**config.mk**
```make
export PLATFORM = sky130hd
export DESIGN_NAME = icache
export DESIGN_NICKNAME = d
export VERILOG_FILES = /design/src/rtl/icache_pkg.sv /design/src/rtl/icache.sv
export SDC_FILE = /design/constraint.sdc
export NUM_CORES = 1
export LEC_CHECK = 0
export CAP_MARGIN = 20
export CELL_PAD_IN_SITES_DETAIL_PLACEMENT = 1
export CELL_PAD_IN_SITES_GLOBAL_PLACEMENT = 1
export CORE_MARGIN = 10
export CORE_UTILIZATION = 30
export CTS_CLUSTER_SIZE = 14
export DETAILED_ROUTE_END_ITERATION = 10
export GPL_ROUTABILITY_DRIVEN = 1
export PLACE_DENSITY_LB_ADDON = 0.1
export SETUP_SLACK_MARGIN = 0.3
export SLEW_MARGIN = 15
export SYNTH_ARGS = -nofsm -noshare
export SYNTH_HDL_FRONTEND = slang
export SYNTH_SLANG_ARGS = --single-unit
```
**constraint.sdc**
```tcl
create_clock -name CLK -period 16.6 [get_ports CLK]
set_input_delay 4.98 -clock CLK [delete_from_list [all_inputs] [get_ports CLK]]
set_output_delay 4.98 -clock CLK [all_outputs]
set_load 0.02 [all_outputs]
```
**src/rtl/icache_pkg.sv**
```systemverilog
`default_nettype none
// ============================================================================
// Module      : icache_pkg
// Description : Shared types and default geometry for the direct-mapped
//               instruction cache: word type, frame layout, index/tag widths
//               and the fill state machine encoding.
// Revision    : 1.0 - initial release
// ============================================================================
package icache_pkg;

    // Default geometry; the cache module takes these as parameter defaults.
    localparam int ICACHE_NSETS  = 16;
    localparam int ICACHE_WORD_W = 32;
    localparam int ICACHE_CNT_W  = 32;
    localparam int ICACHE_IDX_W  = $clog2(ICACHE_NSETS);
    localparam int ICACHE_TAG_W  = ICACHE_WORD_W - ICACHE_IDX_W - 2;

    typedef logic [ICACHE_WORD_W-1:0] word_t;

    // One cache frame at the default geometry.
    typedef struct packed {
        logic                    valid;
        logic [ICACHE_TAG_W-1:0] tag;
        word_t                   data;
    } icache_frame_t;

    typedef enum logic [0:0] {
        IDLE = 1'b0,
        FILL = 1'b1
    } icache_state_t;

endpackage : icache_pkg
`default_nettype wire

```
**src/rtl/icache.sv**
```systemverilog
`default_nettype none
// ============================================================================
// Module      : icache
// Description : Direct-mapped, read-only instruction cache sitting between
//               the fetch stage and the memory controller. Hits are returned
//               combinationally; a miss issues one single-word read and
//               fills the indexed frame. Hit/miss counters are kept for
//               performance reporting.
// Ports       : CLK, nRST        - clock, asynchronous active-low reset
//               imemREN/imemaddr - fetch request and byte address
//               ihit/imemload    - instruction valid / instruction word
//               iREN/iaddr       - fill read request / word-aligned address
//               iwait/iload      - memory busy / fill data
//               hit_count        - cycles with ihit=1 (wraps)
//               miss_count       - misses started (wraps)
// Revision    : 1.0 - initial release
// ============================================================================
module icache
    import icache_pkg::*;
#(
    parameter int NSETS  = ICACHE_NSETS,
    parameter int WORD_W = ICACHE_WORD_W,
    parameter int CNT_W  = ICACHE_CNT_W
) (
    input  logic              CLK,
    input  logic              nRST,
    input  logic              imemREN,
    input  logic [WORD_W-1:0] imemaddr,
    output logic              ihit,
    output logic [WORD_W-1:0] imemload,
    output logic              iREN,
    output logic [WORD_W-1:0] iaddr,
    input  logic              iwait,
    input  logic [WORD_W-1:0] iload,
    output logic [CNT_W-1:0]  hit_count,
    output logic [CNT_W-1:0]  miss_count
);

    localparam int IDX_W = $clog2(NSETS);
    localparam int TAG_W = WORD_W - IDX_W - 2;
    localparam logic [WORD_W-1:0] ALIGN_MASK = {{(WORD_W-2){1'b1}}, 2'b00};

    icache_state_t state;
    icache_state_t state_next;

    // Valid bits are reset; tag and data arrays are not.
    logic [NSETS-1:0]  valid;
    logic [TAG_W-1:0]  tag_mem  [NSETS];
    logic [WORD_W-1:0] data_mem [NSETS];

    logic [IDX_W-1:0]  req_idx;
    logic [TAG_W-1:0]  req_tag;
    logic [IDX_W-1:0]  fill_idx;
    logic [TAG_W-1:0]  fill_tag;
    logic [WORD_W-1:0] fill_addr;
    logic              lookup_hit;
    logic              start_fill;
    logic              fill_done;

    assign req_idx   = imemaddr[IDX_W+1:2];
    assign req_tag   = imemaddr[WORD_W-1:IDX_W+2];
    // The latched fill address in iaddr is the only record of which frame
    // is being filled, so the fetch address may change freely during FILL.
    assign fill_idx  = iaddr[IDX_W+1:2];
    assign fill_tag  = iaddr[WORD_W-1:IDX_W+2];
    assign fill_addr = imemaddr & ALIGN_MASK;

    assign lookup_hit = valid[req_idx] && (tag_mem[req_idx] == req_tag);

    // ------------------------------------------------------------------
    // State, fill address, valid bits and counters
    // ------------------------------------------------------------------
    always_ff @(posedge CLK or negedge nRST) begin
        if (!nRST) begin
            state      <= IDLE;
            iaddr      <= '0;
            valid      <= '0;
            hit_count  <= '0;
            miss_count <= '0;
        end else begin
            state <= state_next;
            if (start_fill) begin
                iaddr      <= fill_addr;
                miss_count <= miss_count + CNT_W'(1);
            end
            if (fill_done) begin
                valid[fill_idx] <= 1'b1;
            end
            if (ihit) begin
                hit_count <= hit_count + CNT_W'(1);
            end
        end
    end

    // Frame payload; written only when a fill completes.
    always_ff @(posedge CLK) begin
        if (fill_done) begin
            tag_mem[fill_idx]  <= fill_tag;
            data_mem[fill_idx] <= iload;
        end
    end

    // ------------------------------------------------------------------
    // Next state and outputs
    // ------------------------------------------------------------------
    always_comb begin
        state_next = state;
        ihit       = 1'b0;
        imemload   = '0;
        iREN       = 1'b0;
        start_fill = 1'b0;
        fill_done  = 1'b0;

        case (state)
            IDLE: begin
                if (imemREN) begin
                    if (lookup_hit) begin
                        ihit     = 1'b1;
                        imemload = data_mem[req_idx];
                    end else begin
                        start_fill = 1'b1;
                        state_next = FILL;
                    end
                end
            end
            FILL: begin
                // ihit stays low even on the completion cycle; the hit is
                // observed from IDLE on the following cycle.
                iREN = 1'b1;
                if (!iwait) begin
                    fill_done  = 1'b1;
                    state_next = IDLE;
                end
            end
            default: begin
                state_next = IDLE;
            end
        endcase
    end

endmodule : icache
`default_nettype wire

```
* After elaboration in Yosys (flattened, before gate mapping)
Memory sizes are Yosys's and may differ from the RTL's. Index checks and enable logic that the tools add are counted.
Word-level totals: register bits 111, bits in writable memories 928, output and inout port bits 130, word-level logic and storage cells 37, memories kept 2
Cells by class: add/subtract/negate cells 2, $lt $le $gt $ge 3, equal/unequal tests 1, mux-type cells 20, bitwise logic cells 2, reduce and logical (&&, ||, !) cells 2
Memories:
- data_mem | words 16, bits a word 32, read ports 1, clocked after Yosys merged registers in 0, wr ports 1, RTL line icache.sv:49 | logic [WORD_W-1:0] data_mem [NSETS];
- tag_mem | words 16, bits a word 26, read ports 1, clocked after Yosys merged registers in 0, wr ports 1, RTL line icache.sv:48 | logic [TAG_W-1:0] tag_mem [NSETS];
Operator list (count):
- $mux W32 | 3
- $add A32 B1 Y32 const B | 2
- $eq A26 B26 Y1 | 1
- $or A16 B16 Y16 | 1
- $mux W1 | 14
- $lt A4 B5 Y1 const B | 2
- $bmux W1 S4 | 1
- $demux W1 S4 | 1
- $ge A4 B1 Y1 const B | 1
- $logic_and A1 B1 Y1 | 2
- $pmux W1 S2 | 1
- $not A1 Y1 | 1

* Depth between registers and ports, before layout
Gate-level depths: netlist of the first run.
word-level depth 6, depth in mapped cells 16

* Worst setup path after synthesis of the first run
No wires, ideal clock.
path kind input to output, start in imemaddr[2], end out imemload[22], arrival 7.767 ns, required time 11.620 ns, slack 3.853 ns, stages on the path 9, buffers on the path 6, path through buf_6 -> buf_4 -> buf_4 -> buf_2 -> buf_2 -> buf_1 -> mux4_2 -> mux4_2 -> nor2b_1
On the way: word-level cells in the longest chain between the ends 6, elaborated cells on any way between the ends 9, those cells by class 1 x eq/ne; 5 x mux; 1 x reduce/logical; 2 x memory
Ends and longest elaborated chain:
- start, declared | RTL line icache.sv:28 | input logic [WORD_W-1:0] imemaddr,
- $mem_v2 Z16 W26 / $bmux W1 S4 (equally long branches)
- $eq A26 B26 Y1 / $mux W1 (equally long branches) | RTL line icache.sv:68 | assign lookup_hit = valid[req_idx] && (tag_mem[req_idx] == req_tag);
- $logic_and A1 B1 Y1 | RTL line icache.sv:68
- $mux W32 * | RTL line icache.sv:117 | if (lookup_hit) begin
- $mux W32 * | RTL line icache.sv:116 | if (imemREN) begin
- $mux W32 * | RTL line icache.sv:114 | case (state)
- end, declared | RTL line icache.sv:30 | output logic [WORD_W-1:0] imemload,
Mark *: on every way between the ends. The rest lies on a longest branch, timed or not. The select of a mux whose other input is x is not followed.

* Final worst setup path of the first run
start in imemaddr[4], end out imemload[2]
The elaborated chain is that of the path after synthesis.

==> results by group, run 1 <==
Clock network
  • TritonCTS clock tree: built
  • Clk Latency, worst-skew pair: 0.72 ns
  • TritonCTS Sinks: 1039
  • Post_cts resized: 0
  • H-tree depth: 3
  • Cts hold-fix bufs: 0
  • Clock transition at path regs: 0.06 ns
  • Cts bufs inserted: 116
  • Clk root buf: clkbuf_16
  • Maximum root-to-sink buffer count: 3
  • Setup Fix Bufs, Post-CTS: 0

Detailed routing
  • Pre-Repair DR Iteration Count: 5
  • Antenna viol nets, final: 0
  • DR DRC count: 0
  • Routed vias: 20200
  • DR iter-0 viols: 1220
  • Wire per inst: 27.9 um
  • WL final: 116 mm
  • Vias per cell: 4.88

Floorplanning
  • Initial Util: 30.2%
  • Core region area: 0.135 sq mm
  • Ports: 198
  • Row cnt: 135
  • Die Wd: 389 um
  • Chip height: 389 um
  • DIE AREA: 0.151 sq mm

Logic synthesis
  • Synth Instances: 1997
  • Post-synth top cells: edfxtp_1, mux4_2, dfrtp_1, mux2i_1, mux2_2
  • Main synth FF type: edfxtp_1
  • Sequential share of the synthesized area: 75.0%
  • Async set-reset flop share out of synthesis: 10.7%
  • Post-synth top area cell: edfxtp_1
  • Yosys cell types: 62
  • Area contributors post-synth: edfxtp_1, mux4_2, dfrtp_1, mux2i_1, mux2_2
  • Most numerous cell in the Yosys netlist: edfxtp_1
  • Synth Register Bits: 1039
  • Mapped Avg Cell Area: 20.4 sq um
  • Post-synth EDFFs: 928
  • Syn Std Cell Area: 0.0408 sq mm
  • Yosys top cell area share: 68.2%
  • Yosys warnings: 0

GRT
  • Number of global-route vias before repair: 22600
  • Initial antenna violation count: 11
  • First-pass GRT wire length: 167 mm
  • Largest net degree at the start of global routing: 77
  • GRT Total Usage: 15.1%
  • GR Overflow Total: 0

Timing
  • Tmin final: 15.10 ns
  • Period utilization: 91.0%
  • Relative slew slack: 29.8%
  • Setup_tns: 0 ns
  • Final setup vio count: 0
  • Max Fclk: 66.2 MHz
  • Hold slack: 0.462 ns
  • Actual slew at the worst max-slew pin: 1.05 ns
  • Setup WS post-layout: 1.50 ns
  • Worst-case clock skew: 0.0285 ns
  • Unrepaired setup endpoints after global routing: no
  • Final Hold Violating Endpoints: 0
  • Max Transition Viols Final: 0

Outcome
  • Status: finished, final reports clean

Power and ir drop
  • Max IR drop VDD: 0.0000840 V
  • Pleak: 15.9 nW
  • PwrDens: 126 mW/mm^2
  • Tot Pwr: 6.15 mW

Place
  • Placed cell area: 0.0450 sq mm
  • Port bufs: 193
  • Worst slack, placed: 1.44 ns
  • Dpl hpwl: 64.4 mm
  • GP Congestion: 0.706

Critical path
  • Type of the worst setup path: input pin to output port
  • Reg2reg start: tag_mem[7][7]$_DFFE_PP_
  • Setup crit start: imemaddr[4]
  • Critical Path RT: 11.62 ns
  • Crit-path most repeated cell: buf_4
  • Crit path cell chain: buf_8, buf_4, mux4_2, mux2i_1, xnor2_1, nor4_1, o22ai_1, a2111oi_2, nand4_1, buf_4, or2_4, nor2b_1, clkdlybuf4s50_1
  • Crit-path max FO: 76
  • Worst path slowest cell: clkdlybuf4s50_1
  • Crit. End Element: output port
  • CP max stage delay: 0.73 ns
  • Crit path arrival time: 10.12 ns
  • Startpoint types: input pin

Finish
  • Antenna cells: 0
  • Final layout net count: 2334
  • Share of cells above drive strength 1: 23.7%
  • Post-route design area: 0.0488 sq mm
  • Synthesis-to-layout area growth: 19.5%

Worst hold path
  • Critical hold path startpoint: valid[4]$_DFFE_PN0P_
  • Hold crit path type: register to register

Run
  • Number of max-cap violations: 0
==> layer usage <==
metal  track usage, %  wire [um]
met2             26.9      59700
met3             2.41       3880
met1             19.2      49700
met4             3.57       2360
met5                0         75
==> cells by family after synthesis <==
family | count (synthesis) | synth area share [%]
compound gates | 83 | 1.48
xor+xnor | 93 | 1.99
fa+ha+maj | 2 | 0.0613
buf+inv | 112 | 1.37
flops | 1039 | 75.0
mux | 359 | 16.0
other cells | 1 | 0.00918
simple gates | 308 | 4.01
==> flip-flops by register name, indices dropped and copies added (netlist names) <==
signal and count:
state 1, iaddr 30, miss_count 32, valid 16
tag_mem 416, hit_count 32, data_mem 512
==> cell usage in the layout, fill, tap and decap left out, drive strengths merged, types with 3 or more instances in the layout <==
cell type        n
a21oi            4
a221oi           9
a22o             3
a22oi           16
a31oi            3
and2             3
and3            15
buf             57
bufinv           9
clkbuf         147
clkdlybuf4s50  188
clkinv          60
clkinvlp         3
dfrtp          111
edfxtp         928
inv             17
mux2            60
mux2i           69
mux4           230
nand2           51
nand2b          12
nand3           37
nand4           11
nor2            50
nor2b           42
nor3            36
nor4            18
o21ai           10
o221ai           3
o22ai           17
or2             19
or3              4
xnor2           36
xor2            57
==> path summary, 6_finish.rpt <==
kind	to	slack, ns	cells after the start
min in group asynchronous	hit_count[24]$_DFFE_PN0P_	4.30	1
max in group asynchronous	hit_count[31]$_DFFE_PN0P_	10.95	2
worst max-delay path	imemload[2]	1.50	13
worst max register to register	hit_count[11]$_DFFE_PN0P_	12.34	10
worst min register to register	valid[4]$_DFFE_PN0P_	0.46	1
worst min-delay path	valid[4]$_DFFE_PN0P_	0.46	1
==> worst max-delay path, delay by kind of cell <==
kind / cells / cell delay (ns)
buf+inv: 4 / 2.04
simple gates: 4 / 1.91
mux: 2 / 0.57
compound gates: 2 / 0.40
xor+xnor: 1 / 0.09
==> through the flow <==
| stage | cells | utilization (%) |
|---|---|---|
| after floorplan | 1998 | - |
| after global placement | 3926 | 33.3 |
| after CTS | 4148 | 36.1 |
| after global routing | 4148 | 36.1 |
| final | 4148 | 36.1 |
| after detailed placement | 3927 | 33.3 |
==> area by class of cell <==
type	count	area, sq um
Inverter	15	58.8
Fill cell	13200	86500
Timing Repair Buffer	245	2340
Multi-Input combinational cell	847	9760
Clock inverter	74	651
Sequential cell	1039	30600
Clock buffer	147	3110
Tap cell	1781	2230
==> power breakdown <==
group          internal, mW  switching [mW]
Sequential             3.01           0.110
Clock                  1.46            1.06
Combinational         0.212           0.286
Total                  4.69            1.46
(Power assumes the default switching activity.)
==> inputs of run 2 (changes only) <==
--- a/config.mk
+++ b/config.mk
@@ -6,14 +6,11 @@
 export NUM_CORES = 1
 export LEC_CHECK = 0
 export CAP_MARGIN = 20
-export CELL_PAD_IN_SITES_DETAIL_PLACEMENT = 1
-export CELL_PAD_IN_SITES_GLOBAL_PLACEMENT = 1
 export CORE_MARGIN = 10
 export CORE_UTILIZATION = 30
 export CTS_CLUSTER_SIZE = 14
 export DETAILED_ROUTE_END_ITERATION = 10
 export GPL_ROUTABILITY_DRIVEN = 1
-export PLACE_DENSITY_LB_ADDON = 0.1
 export SETUP_SLACK_MARGIN = 0.3
 export SLEW_MARGIN = 15
 export SYNTH_ARGS = -nofsm -noshare
==> run 2 against run 1 <==
Compared with the run above: utilization down 0.26 points; non-clock buffer count down 9; final area down 0.71%; largest power group unchanged.
==> results by group, run 2 (synthesis results as in run 1) <==
Power and ir drop
  • PwrDens: 123 mW/mm^2 (was 126 mW/mm^2)
  • Max IR drop VDD: 0.0000854 V (was 0.0000840 V)
  • Pleak: 15.7 nW (was 15.9 nW)
  • Tot Pwr: 5.98 mW (was 6.15 mW)

Clock network
  • Clk root buf: clkbuf_16 (unchanged)
  • Post_cts resized: 0 (unchanged)
  • Maximum root-to-sink buffer count: 3 (unchanged)
  • Setup Fix Bufs, Post-CTS: 0 (unchanged)
  • Cts bufs inserted: 106 (was 116)
  • Clk Latency, worst-skew pair: 0.72 ns (about the same)
  • Cts hold-fix bufs: 0 (unchanged)
  • TritonCTS Sinks: 1039 (unchanged)
  • H-tree depth: 3 (unchanged)
  • Clock transition at path regs: 0.05 ns (was 0.06 ns)
  • TritonCTS clock tree: built (unchanged)

Timing
  • Final setup vio count: 0 (unchanged)
  • Setup_tns: 0 ns (unchanged)
  • Final Hold Violating Endpoints: 0 (unchanged)
  • Relative slew slack: 28.7% (was 29.8%)
  • Tmin final: 15.31 ns (was 15.10 ns)
  • Unrepaired setup endpoints after global routing: no (unchanged)
  • Max Fclk: 65.3 MHz (was 66.2 MHz)
  • Actual slew at the worst max-slew pin: 1.07 ns (was 1.05 ns)
  • Period utilization: 92.2% (was 91.0%)
  • Max Transition Viols Final: 0 (unchanged)
  • Worst-case clock skew: 0.0311 ns (was 0.0285 ns)

Detailed routing
  • Vias per cell: 4.92 (was 4.88)
  • Wire per inst: 25.3 um (was 27.9 um)
  • Routed vias: 20300 (was 20200)
  • DR iter-0 viols: 1873 (was 1220)
  • Pre-Repair DR Iteration Count: 5 (unchanged)
  • Antenna viol nets, final: 0 (unchanged)
  • WL final: 104 mm (was 116 mm)
  • DR DRC count: 0 (unchanged)

Worst hold path
  • Hold Path Cell Cnt: 1 (unchanged)
  • Hold Crit Endpoint: valid[11]$_DFFE_PN0P_ (was valid[4]$_DFFE_PN0P_)
  • Critical hold path startpoint: valid[11]$_DFFE_PN0P_ (was valid[4]$_DFFE_PN0P_)
  • Hold crit path type: register to register (unchanged)

Floorplanning
  • Chip height: 389 um (unchanged)
  • Row cnt: 135 (unchanged)
  • DIE AREA: 0.151 sq mm (unchanged)
  • Core region area: 0.135 sq mm (unchanged)
  • Die Wd: 389 um (unchanged)
  • Initial Util: 30.2% (unchanged)
  • Ports: 198 (unchanged)

Finish
  • Share of cells above drive strength 1: 22.9% (was 23.7%)
  • Top Registers: data_mem: 512 flops, tag_mem: 416 flops (unchanged)
  • Max reg flops: 512 (unchanged)
  • Commonest non-fill, non-tap cell in the layout: edfxtp_1 (unchanged)
  • Fill cells: 12300 (was 13200)
  • Most frequent cells in the layout: edfxtp_1, mux4_2, clkdlybuf4s50_1, dfrtp_1, clkbuf_16 (was edfxtp_1, mux4_2, clkdlybuf4s50_1, clkbuf_16, dfrtp_1)
  • Largest reg by FF count: data_mem (unchanged)
  • Synthesis-to-layout area growth: 18.6% (was 19.5%)
  • Final layout net count: 2315 (was 2334)

Critical path
  • Crit. End Element: output port (unchanged)
  • Worst path slowest cell: clkdlybuf4s50_1 (unchanged)
  • Startpoint types: input pin (unchanged)
  • Crit-path max FO: 97 (was 76)
  • CP max stage delay: 0.74 ns (was 0.73 ns)
  • Crit path arrival time: 10.33 ns (was 10.12 ns)
  • R2R Setup Slk: 12.30 ns (was 12.34 ns)
  • Reg2reg start: tag_mem[14][7]$_DFFE_PP_ (was tag_mem[7][7]$_DFFE_PP_)
  • Critical Path RT: 11.62 ns (about the same)
  • Crit-path most repeated cell: buf_4 (unchanged)
  • FF-to-FF End: hit_count[22]$_DFFE_PN0P_ (was hit_count[11]$_DFFE_PN0P_)
  • Type of the worst setup path: input pin to output port (unchanged)
  • R2r worst-path depth: 11 (was 10)
  • Crit path cell chain: buf_8, buf_4, mux4_2, mux2i_1, xor2_1, a21oi_1, a2111oi_2, nand4_1, buf_4, or2_2, nor2b_1, clkdlybuf4s50_1 (was buf_8, buf_4, mux4_2, mux2i_1, xnor2_1, nor4_1, o22ai_1, a2111oi_2, nand4_1, buf_4, or2_4, nor2b_1, clkdlybuf4s50_1)

GRT
  • GR Util met2: 23.0% (was 26.9%)
  • GR peak layer: met2 (unchanged)
  • GR Overflow Total: 0 (unchanged)
  • Initial antenna violation count: 10 (was 11)
  • GRT Total Usage: 13.5% (was 15.1%)
  • First-pass GRT wire length: 151 mm (was 167 mm)
  • Largest net degree at the start of global routing: 98 (was 77)
  • Number of global-route vias before repair: 21400 (was 22600)
  • Global Route met1 Usage: 17.2% (was 19.2%)
  • Met3 Use GR: 3.24% (was 2.41%)

Place
  • GP Congestion: 0.761 (was 0.706)
  • Dpl hpwl: 58.0 mm (was 64.4 mm)
  • Port bufs: 193 (unchanged)

Outcome
  • Status: finished, final reports clean (unchanged)

Run
  • Number of max-cap violations: 0 (unchanged)
## run 2: cell count changes in the layout (fill, tap and decap cells not counted), sizes merged, moves of 2 or more
cell      change
buf           -9
clkbuf       -10
inv           +2
clkinv       -20
clkinvlp      +2
diode         +2
## run 2: metal layers
metal | part of all wire, % | routed length, um | up-vias
met2 | 50 | 52200 | 642
met1 | 41 | 42300 | 10800
li1 | - | - | 8624
met5 | 0.097 | 101 | -
met3 | 6.6 | 6850 | 176
met4 | 2.4 | 2500 | 14
## run 2: layout make-up
cell class	count	area [sq um]	share of cell area, %
Sequential cell	1039	30600	63.3
Timing Repair Buffer	236	2300	4.74
Multi-Input combinational cell	847	9750	20.1
Clock buffer	137	2860	5.91
Inverter	15	57.6	0.119
Clock inverter	59	598	1.23
Tap cell	1781	2230	4.60
Antenna cell	2	5.00	0.0103
## run 2: worst max path at each step
stage / from / to / slack (ns) / cells after the start
2_1_floorplan: imemaddr[2] / imemload[22] / 3.85 / 9
3_3_place_gp: imemaddr[3] / imemload[2] / 1.35 / 12
3_5_place_dp: imemaddr[3] / imemload[2] / 1.24 / 12
4_1_cts: imemaddr[4] / imemload[2] / 1.22 / 12
5_1_grt: imemaddr[4] / imemload[2] / 0.88 / 12
6_report: imemaddr[4] / imemload[2] / 1.29 / 12
## run 2: worst max-delay path: cells and delay by family
family          cells  cell delay, ns
buf+inv             4            2.30
simple gates        3            1.52
mux                 2            0.58
compound gates      2            0.58
xor+xnor            1            0.23
## run 2: power by group
part | internal (mW) | switching [mW]
Clock | 1.37 | 0.997
Combinational | 0.212 | 0.276
Sequential | 3.01 | 0.108
Total | 4.60 | 1.38
## run 2: metrics by stage
step / worst slack (ns) / hold slack (ns) / instance area [sq um] / utilization, % / cells
floorplan: 3.85 / 0.434 / 40800 / - / 1998
CTS: 1.22 / 0.463 / 48400 / 35.8 / 4112
global route: 0.880 / 0.490 / 48400 / 35.8 / 4114
finish: 1.29 / 0.460 / 48400 / 35.8 / 4116
global placement: 1.35 / 0.445 / 44900 / 33.2 / 3916
detailed placement: 1.24 / 0.450 / 44900 / 33.2 / 3916
